$ cat src/rtl/dsp_chain_capture_if.sv
`default_nettype none
// ============================================================================
// dsp_chain_capture_if : control, tap-product and register-read bundle. Rev 1.0
// ============================================================================
interface dsp_chain_capture_if #(
  parameter int TAPS  = 5,
  parameter int WIDTH = 18
);
  logic                    start;
  logic [TAPS*WIDTH-1:0]   product_in;
  logic                    busy;
  logic                    done;
  logic                    timed_out;
  logic                    rd_en;
  logic [3:0]              rd_addr;
  logic [31:0]             rd_data;
  logic                    rd_valid;

  modport master (
    output start, product_in, rd_en, rd_addr,
    input  busy, done, timed_out, rd_data, rd_valid
  );

  modport slave (
    input  start, product_in, rd_en, rd_addr,
    output busy, done, timed_out, rd_data, rd_valid
  );
endinterface
`default_nettype wire

$ cat src/rtl/dsp_chain_capture.sv
`default_nettype none
// ============================================================================
// dsp_chain_capture : first non-zero product and arrival cycle per tap. Rev 1.0
// ============================================================================
module dsp_chain_capture #(
  parameter int TAPS    = 5,
  parameter int WIDTH   = 18,
  parameter int TIMEOUT = 15,
  parameter int CW      = 8
) (
  input wire                 clk,
  input wire                 reset,
  dsp_chain_capture_if.slave bus
);

  typedef enum logic [1:0] {
    S_IDLE = 2'd0,
    S_RUN  = 2'd1,
    S_DONE = 2'd2
  } state_e;

  state_e              state_q, state_d;
  logic [CW-1:0]       cnt_q, cnt_d;
  logic [TAPS-1:0]     seen_q, seen_d;
  logic [WIDTH-1:0]    val_q [TAPS];
  logic [WIDTH-1:0]    val_d [TAPS];
  logic [CW-1:0]       arr_q [TAPS];
  logic [CW-1:0]       arr_d [TAPS];
  logic                timed_out_q, timed_out_d;
  logic                rd_valid_q;
  logic [31:0]         rd_data_q, rd_data_d;
  logic [TAPS-1:0]     hit_w;

  generate
    for (genvar t = 0; t < TAPS; t++) begin : g_tap
      assign hit_w[t] = (state_q == S_RUN) && !seen_q[t] &&
                        (bus.product_in[t*WIDTH +: WIDTH] != '0);
    end
  endgenerate

  always_comb begin
    state_d     = state_q;
    cnt_d       = cnt_q;
    seen_d      = seen_q;
    val_d       = val_q;
    arr_d       = arr_q;
    timed_out_d = timed_out_q;
    unique case (state_q)
      S_IDLE, S_DONE: begin
        if (bus.start) begin
          state_d     = S_RUN;
          cnt_d       = '0;
          seen_d      = '0;
          timed_out_d = 1'b0;
          for (int t = 0; t < TAPS; t++) begin
            val_d[t] = '0;
            arr_d[t] = '0;
          end
        end
      end
      S_RUN: begin
        for (int t = 0; t < TAPS; t++) begin
          if (hit_w[t]) begin
            seen_d[t] = 1'b1;
            val_d[t]  = bus.product_in[t*WIDTH +: WIDTH];
            arr_d[t]  = cnt_q;
          end
        end
        // Completion wins over timeout when the last tap lands on the final sample.
        if (&seen_d) begin
          state_d     = S_DONE;
          timed_out_d = 1'b0;
        end else if (cnt_q == CW'(TIMEOUT)) begin
          state_d     = S_DONE;
          timed_out_d = 1'b1;
        end else begin
          cnt_d = cnt_q + CW'(1);
        end
      end
      default: state_d = S_IDLE;
    endcase
  end

  // Reads see the registered results only; a capture in the same cycle is not forwarded.
  always_comb begin
    rd_data_d = rd_data_q;
    if (bus.rd_en) begin
      rd_data_d = '0;
      for (int t = 0; t < TAPS; t++) begin
        if (bus.rd_addr[3:1] == 3'(t)) begin
          if (bus.rd_addr[0]) begin
            rd_data_d[31]     = seen_q[t];
            rd_data_d[CW-1:0] = arr_q[t];
          end else begin
            rd_data_d[WIDTH-1:0] = val_q[t];
          end
        end
      end
    end
  end

  always_ff @(posedge clk) begin
    if (reset) begin
      state_q     <= S_IDLE;
      cnt_q       <= '0;
      seen_q      <= '0;
      timed_out_q <= 1'b0;
      rd_valid_q  <= 1'b0;
      rd_data_q   <= '0;
      for (int t = 0; t < TAPS; t++) begin
        val_q[t] <= '0;
        arr_q[t] <= '0;
      end
    end else begin
      state_q     <= state_d;
      cnt_q       <= cnt_d;
      seen_q      <= seen_d;
      timed_out_q <= timed_out_d;
      rd_valid_q  <= bus.rd_en;
      rd_data_q   <= rd_data_d;
      for (int t = 0; t < TAPS; t++) begin
        val_q[t] <= val_d[t];
        arr_q[t] <= arr_d[t];
      end
    end
  end

  assign bus.busy      = (state_q == S_RUN);
  assign bus.done      = (state_q == S_DONE);
  assign bus.timed_out = timed_out_q;
  assign bus.rd_valid  = rd_valid_q;
  assign bus.rd_data   = rd_data_q;

endmodule
`default_nettype wire

$ cat src/flat_wrapper.sv
// flat-port wrapper written by rule: the top's interface ports become plain ports
module dsp_chain_capture_flat 
#(
  parameter int TAPS    = 5,
  parameter int WIDTH   = 18,
  parameter int TIMEOUT = 15,
  parameter int CW      = 8
)
  (clk, reset, bus_start, bus_product_in, bus_rd_en, bus_rd_addr, bus_busy, bus_done, bus_timed_out, bus_rd_data, bus_rd_valid);
  dsp_chain_capture_if #(.TAPS(TAPS), .WIDTH(WIDTH)) bus_i ();
  input wire clk;
  input wire reset;
  input wire logic [$bits(bus_i.start)-1:0] bus_start;
  input wire logic [$bits(bus_i.product_in)-1:0] bus_product_in;
  input wire logic [$bits(bus_i.rd_en)-1:0] bus_rd_en;
  input wire logic [$bits(bus_i.rd_addr)-1:0] bus_rd_addr;
  output wire logic [$bits(bus_i.busy)-1:0] bus_busy;
  output wire logic [$bits(bus_i.done)-1:0] bus_done;
  output wire logic [$bits(bus_i.timed_out)-1:0] bus_timed_out;
  output wire logic [$bits(bus_i.rd_data)-1:0] bus_rd_data;
  output wire logic [$bits(bus_i.rd_valid)-1:0] bus_rd_valid;
  assign bus_i.start = bus_start;
  assign bus_i.product_in = bus_product_in;
  assign bus_i.rd_en = bus_rd_en;
  assign bus_i.rd_addr = bus_rd_addr;
  assign bus_busy = bus_i.busy;
  assign bus_done = bus_i.done;
  assign bus_timed_out = bus_i.timed_out;
  assign bus_rd_data = bus_i.rd_data;
  assign bus_rd_valid = bus_i.rd_valid;
  dsp_chain_capture #(.TAPS(TAPS), .WIDTH(WIDTH), .TIMEOUT(TIMEOUT), .CW(CW)) u_core (.clk(clk), .reset(reset), .bus(bus_i));
endmodule
$ cat config.mk
export PLATFORM = sky130hd
export DESIGN_NAME = dsp_chain_capture_flat
export DESIGN_NICKNAME = d
export VERILOG_FILES = /design/src/rtl/dsp_chain_capture_if.sv /design/src/rtl/dsp_chain_capture.sv /design/src/flat_wrapper.sv
export SDC_FILE = /design/constraint.sdc
export NUM_CORES = 1
export LEC_CHECK = 0
export BUFFER_PORTS_ARGS = -buffer_cell sky130_fd_sc_hd__buf_2
export CORE_MARGIN = 2
export CORE_UTILIZATION = 52
export CTS_BUF_LIST = sky130_fd_sc_hd__clkbuf_4
export DETAILED_ROUTE_END_ITERATION = 10
export GPL_TIMING_DRIVEN = 0
export HOLD_SLACK_MARGIN = 0.03
export PLACE_DENSITY_LB_ADDON = 0.3
export SLEW_MARGIN = 10
export SYNTH_ARGS = -nofsm -noshare
export SYNTH_HDL_FRONTEND = slang
export SYNTH_SLANG_ARGS = --single-unit
$ cat constraint.sdc
create_clock -name clk -period 2.2 [get_ports clk]
set_clock_uncertainty 0.05 [all_clocks]
set_input_delay 0.44 -clock clk [delete_from_list [all_inputs] [get_ports clk]]
set_output_delay 0.44 -clock clk [all_outputs]
set_load 0.005 [all_outputs]
Word-level counts from Yosys, hierarchy flattened
Cells that the tools add are included.
- $add $sub $neg: 1
- multipliers: 0
- div/mod/pow operators: 0
- magnitude comparators: 0
- equality and inequality tests: 16
- shifts and indexed selects: 0
- muxes and demuxes: 65
- bitwise gates (word level): 0
- reductions and logical operators: 34
- operator list (kind ; number):
    $mux W18 ; 11
    $pmux W90 S2 ; 1
    $mux W8 ; 13
    $mux W90 ; 1
    $reduce_bool A18 Y1 ; 5
    $pmux W40 S2 ; 1
    $mux W10 ; 5
    $mux W40 ; 1
    $mux W1 ; 24
    $reduce_and A3 Y1 ; 6
    $pmux W8 S2 ; 1
    $logic_and A1 B1 Y1 ; 10
    $ne A2 B1 Y1 const B ; 5
    $pmux W5 S2 ; 1
    $add A8 B1 Y8 const B ; 1
    $eq A8 B4 Y1 const B ; 1
    $eq A3 B2 Y1 const B ; 2
    $mux W2 ; 3
    $ne A2 B2 Y1 const B ; 3
    $logic_not A1 Y1 ; 5
    $mux W5 ; 1
    $reduce_and A5 Y1 ; 1
    $pmux W2 S2 ; 1
    $reduce_and A2 Y1 ; 2
    other kinds (11) ; 11
- register bits after elaboration: 166
- bits in latches: 0
- memory bits (writable): 0
- ROM bits: 0
- input bits: 98
- output and inout bits: 36
- logic and storage cells: 132
- memories: 0

Longest topological paths before layout
- depth after elaboration: 11
- depth in mapped cells: 9
- gate-level depth less buffers: 7

Worst setup path after synthesis
OpenSTA, ideal clock, no wires.
- path kind: input to register
- start point: input port bus_product_in[14]
- end point: register u_core.cnt_q[7]
- data arrival time: 2.134 ns
- data required time: 2.080 ns
- setup slack: -0.054 ns
- stages on the path: 7
- cells stage by stage: or4_1 nor3_2 a41oi_1 o22ai_2 o2111ai_2 or3_1 a21oi_1
- cells in the longest elaborated chain, start to end: 7
- RTL lines (item ; line ; source):
    start: declaration ; flat_wrapper.sv:14 ; input wire logic [$bits(bus_i.product_in)-1:0] bus_product_in;
    $reduce_bool A18 Y1 ; dsp_chain_capture.sv:37 ; (bus.product_in[t*WIDTH +: WIDTH] != '0);
    $logic_and A1 B1 Y1 ; dsp_chain_capture.sv:36 ; assign hit_w[t] = (state_q == S_RUN) && !seen_q[t] &&
    $mux W1 ; dsp_chain_capture.sv:63 ; if (hit_w[t]) begin
    $mux W1 ; dsp_chain_capture.sv:48 ; unique case (state_q)
    $reduce_and A5 Y1 ; dsp_chain_capture.sv:70 ; if (&seen_d) begin
    $ne A2 B2 Y1 (no line) ; -- ;
    $reduce_and A4 Y1 (no line) ; -- ;
    end signal: assignment ; dsp_chain_capture.sv:116 ; cnt_q <= cnt_d;
    end: declaration ; dsp_chain_capture.sv:23 ; logic [CW-1:0] cnt_q, cnt_d;
Every way passes these cells. The select of a mux whose other input is x is not followed.
A chain may end at the register's enable or synchronous reset.

Worst setup path after layout
- start point: input port bus_product_in[58]
- end point: register u_core.val_q[22] (netlist bit)
- cells in the longest elaborated chain, start to end: 4
- elaborated cells on any way between the ends: 6
- those cells by class: 1 x eq/ne; 2 x mux; 3 x reduce/logical
- RTL lines (item ; line ; source):
    $reduce_bool A18 Y1 ; dsp_chain_capture.sv:37 ;
    $logic_and A1 B1 Y1 ; dsp_chain_capture.sv:36 ;
    $ne A2 B1 Y1 (no line) ; -- ;
    $reduce_and A3 Y1 (no line) ; -- ;
    end signal: indexed assignment ; dsp_chain_capture.sv:122 ; val_q[t] <= val_d[t];
    end: declaration ; dsp_chain_capture.sv:25 ; logic [WIDTH-1:0] val_q [TAPS];
Several ways; a longest one is shown, not always the timed one. The select of a mux whose other input is x is not followed.

==> out/results.tsv <==
stage	metric	value	unit
sta	slew of the pin with the lowest slew margin	1.15	ns
grt	largest net degree at the start of global routing	17	
sta	RSZ-0062 raised after global routing	yes	
final_layout	Fill cells	1277	
placement	hpwl dp	17700	um
synthesis	top-area cell type share of the netlist area	44.5	%
worst_setup_path	CP Launch Type	primary input	
synthesis	post-synthesis sequential area ratio	44.5	%
sta	Final Setup Violations	5	
cts	clk_lat worst skew	0.60	ns
final_layout	most frequent cells in the layout	dfxtp_1, a21oi_1, nand3_1	
cts	clock sinks	166	
final_layout	final core utilization	63.5	%
grt	number of global-route vias before repair	6766	
synthesis	Netlist Area Pre-Place	0.00746	mm2
cts	Max H-tree Level	4	
worst_setup_path	Slowest Stage Delay on Critical Path	0.60	ns
sta	worst setup margin	-0.0278	ns
sta	min cycle time layout	2.23	ns
floorplan	Initial Util	53.6	%
placement	PortBufs	116	
floorplan	num rows	43	
power	Max VDD drop	377	uV
final_layout	Post-layout nets	1193	
drt	Starting DRT DRC Count	789	
cts	clock root buffer	clkbuf_4	
final_layout	FF+latch area	0.00332	mm2
power	Switch Pwr	1.79	mW
drt	total number of vias	7604	
final_layout	commonest non-fill, non-tap cell in the layout	dfxtp_1	
cts	Clock Pin Slew Worst Setup and Hold Paths	0.14	ns
worst_setup_path	Worst Path Max Fanout	10	
min_path	HP Class	primary input to flop	
worst_setup_path	slowest stage cell on the critical path	o21ai_1	
power	sequential share of power	53.1	%
synthesis	Syn Inst Count	932	
floorplan	core area	0.0139	mm2
cts	Num CTS Buffers	17	
synthesis	most area-consuming cells after synthesis	dfxtp_1, a21oi_1, nand3_1	
power	Logic pwr share	15.8	%
run	max cap viols	0	
synthesis	Unique masters post-synth	47	
sta	period utilization	101	%
sta	Hold Vio Cnt, Final	0	
power	Clock power frac	31.1	%
grt	total track usage	31.1	%
worst_setup_path	WP data arrival	2.70	ns
sta	Slew headroom	22.6	%
final_layout	Multi-input gate area	0.00376	mm2
grt	antenna violations before repair	0	
final_layout	# diodes	0	
synthesis	ys async rst share	0	%
synthesis	FF+latch count, synth	166	
final_layout	area grow syn2layout	18.5	%
drt	DR DRC count	0	
sta	fin. max-slew vios	0	
placement	Placer Congestion	0.993	
floorplan	Die X	124	um
sta	Max Clk Rate	449	MHz
synthesis	leading area contributor after synthesis	dfxtp_1	
floorplan	Die ar.	0.0153	mm2
power	Pwr Total	5.99	mW
drt	DR pass1 iterations	7	
power	Lkg Pwr	3.31	nW
power	Int Pwr	4.21	mW
worst_setup_path	CP endpoint kind	flop	
drt	remaining antenna violation count after routing	0	
synthesis	Main synth FF type	dfxtp_1	
worst_setup_path	CP Class	primary input to flop	
power	Net Sw Frac	29.8	%
status	failing checks	negative setup slack	
floorplan	Die H	124	um
final_layout	share of layout cells above drive strength 1	18.2	%
grt	Remaining Overflow, GRT	0	
worst_setup_path	critical-path cell list	buf_2 -> nor4_1 -> nand3_1 -> o21ai_1 -> clkbuf_1 -> nand3_1 -> a21oi_1	
power	PwrDens	678	mW/mm2
synthesis	synth warn	0	
worst_setup_path	most used cell, CP	nand3_1	
cts	clock buffer depth	2	
drt	drt wl/cell	18.5	um
drt	routed wire length	23800	um
floorplan	IO Count	134	
synthesis	Post-synth EDFFs	0	
grt	first-pass GRT wire length	35700	um
cts	TritonCTS clock tree	done	
worst_setup_path	Worst EP required	2.67	ns
status	status	finished, violations left	
drt	Vias per Instance	5.91	
synthesis	synthesized area per cell	8.01	um2
-- path summary, 6_finish.rpt --
| check | start | endpoint | slack, ns | cells past startpoint |
|---|---|---|---|---|
| max | bus_product_in[58] | u_core.val_q[22]$_SDFFE_PP0P_ | -0.03 | 7 |
| min | bus_product_in[69] | u_core.val_q[33]$_SDFFE_PP0P_ | 0.03 | 3 |
| max reg2reg | u_core.state_q[0]$_SDFFE_PP0P_ | u_core.arr_q[18]$_SDFFE_PP0P_ | 0.03 | 6 |
| min reg2reg | u_core.arr_q[35]$_SDFFE_PP0P_ | u_core.arr_q[35]$_SDFFE_PP0P_ | 0.41 | 2 |
-- area by class of cell --
cell class | count | share of cell area, %
Clock buffer | 17 | 1.44
Buffer | 98 | 5.15
Multi-Input combinational cell | 671 | 42.5
Inverter | 6 | 0.396
Clock inverter | 15 | 1.83
Tap cell | 180 | 2.55
Sequential cell | 166 | 37.6
Timing Repair Buffer | 134 | 8.57
-- power by group through the flow --
stage               sequential (mW)  combinational [mW]  clock [mW]
finish                         3.18               0.948        1.86
floorplan                      3.22               0.547           0
CTS                            3.18               0.916        1.85
detailed placement             3.24               0.883           0
global route                   3.19                1.03        1.98
global placement               3.24               0.877           0
-- Yosys cell counts (all sizes together), types with 2 or more instances --
cell type  number
a211oi         11
a21oi         148
a222oi         10
a41oi           2
and2            2
and3            2
buf            30
clkbuf         71
dfxtp         166
inv             5
mux2i          58
nand2         132
nand2b         10
nand3         140
nor2           43
nor2b           4
nor3           10
nor4           17
o2111ai         2
o21a            4
o21ai          13
o22ai          27
o31ai           3
or3             5
or4             4
-- per-layer routing --
metal	up-vias	global-route usage, %	routed length, um
met5	-	0	0
li1	3624	-	-
met3	53	6.36	2420
met2	406	48.2	10700
met4	0	13.0	711
met1	3521	42.3	9940
-- flip-flops by register name, summed over array words and instances, names as in the netlist --
signal	cells
u_core.arr_q	40
u_core.bus.rd_data	19
u_core.bus.rd_valid	1
u_core.bus.timed_out	1
u_core.cnt_q	8
u_core.seen_q	5
u_core.state_q	2
u_core.val_q	90
-- metrics by stage --
stage	hold slack (ns)	cells	setup WS [ns]	instance area [um2]	setup TNS [ns]
global route	0.0199	1287	-0.119	8840	-1.82
detailed placement	0.396	1240	-0.652	8310	-61.61
CTS	0.0301	1286	0.0113	8810	0
floorplan	0.381	944	-0.0541	7510	-0.151
finish	0.0334	1287	-0.0278	8840	-0.0608
global placement	0.389	1240	-0.626	8310	-59.75
-- critical path: cells and delay by family --
kind,cells,cell delay (ns)
buffers and inverters,2,0.57
and+or+nand+nor,3,0.89
AOI/OAI and AO/OA,2,0.80
-- what timing repair did --
| item | 4_1_cts | 5_1_grt |
|---|---|---|
| setup endpoints to repair | 116 | 92 |
| buffers inserted | 0 | 1 |
| resized for setup | 15 | 25 |
| endpoints found under the hold margin | 15 | 2 |
| hold buffers | 15 | 2 |
-- logic make-up (layout without fill, tap and decap cells) --
| kind of cell | after synthesis | after routing | synth area share [%] |
|---|---|---|---|
| flops | 166 | 166 | 44.5 |
| other cells | 1 | 13 | 0.0503 |
| compound gates | 223 | 223 | 17.5 |
| mux | 59 | 59 | 8.08 |
| buf+inv | 107 | 270 | 6.27 |
| simple gates | 373 | 373 | 23.1 |
| fa+ha+maj | 1 | 1 | 0.168 |
| xor+xnor | 2 | 2 | 0.235 |
No activity file was read; power rests on OpenSTA's default activity.
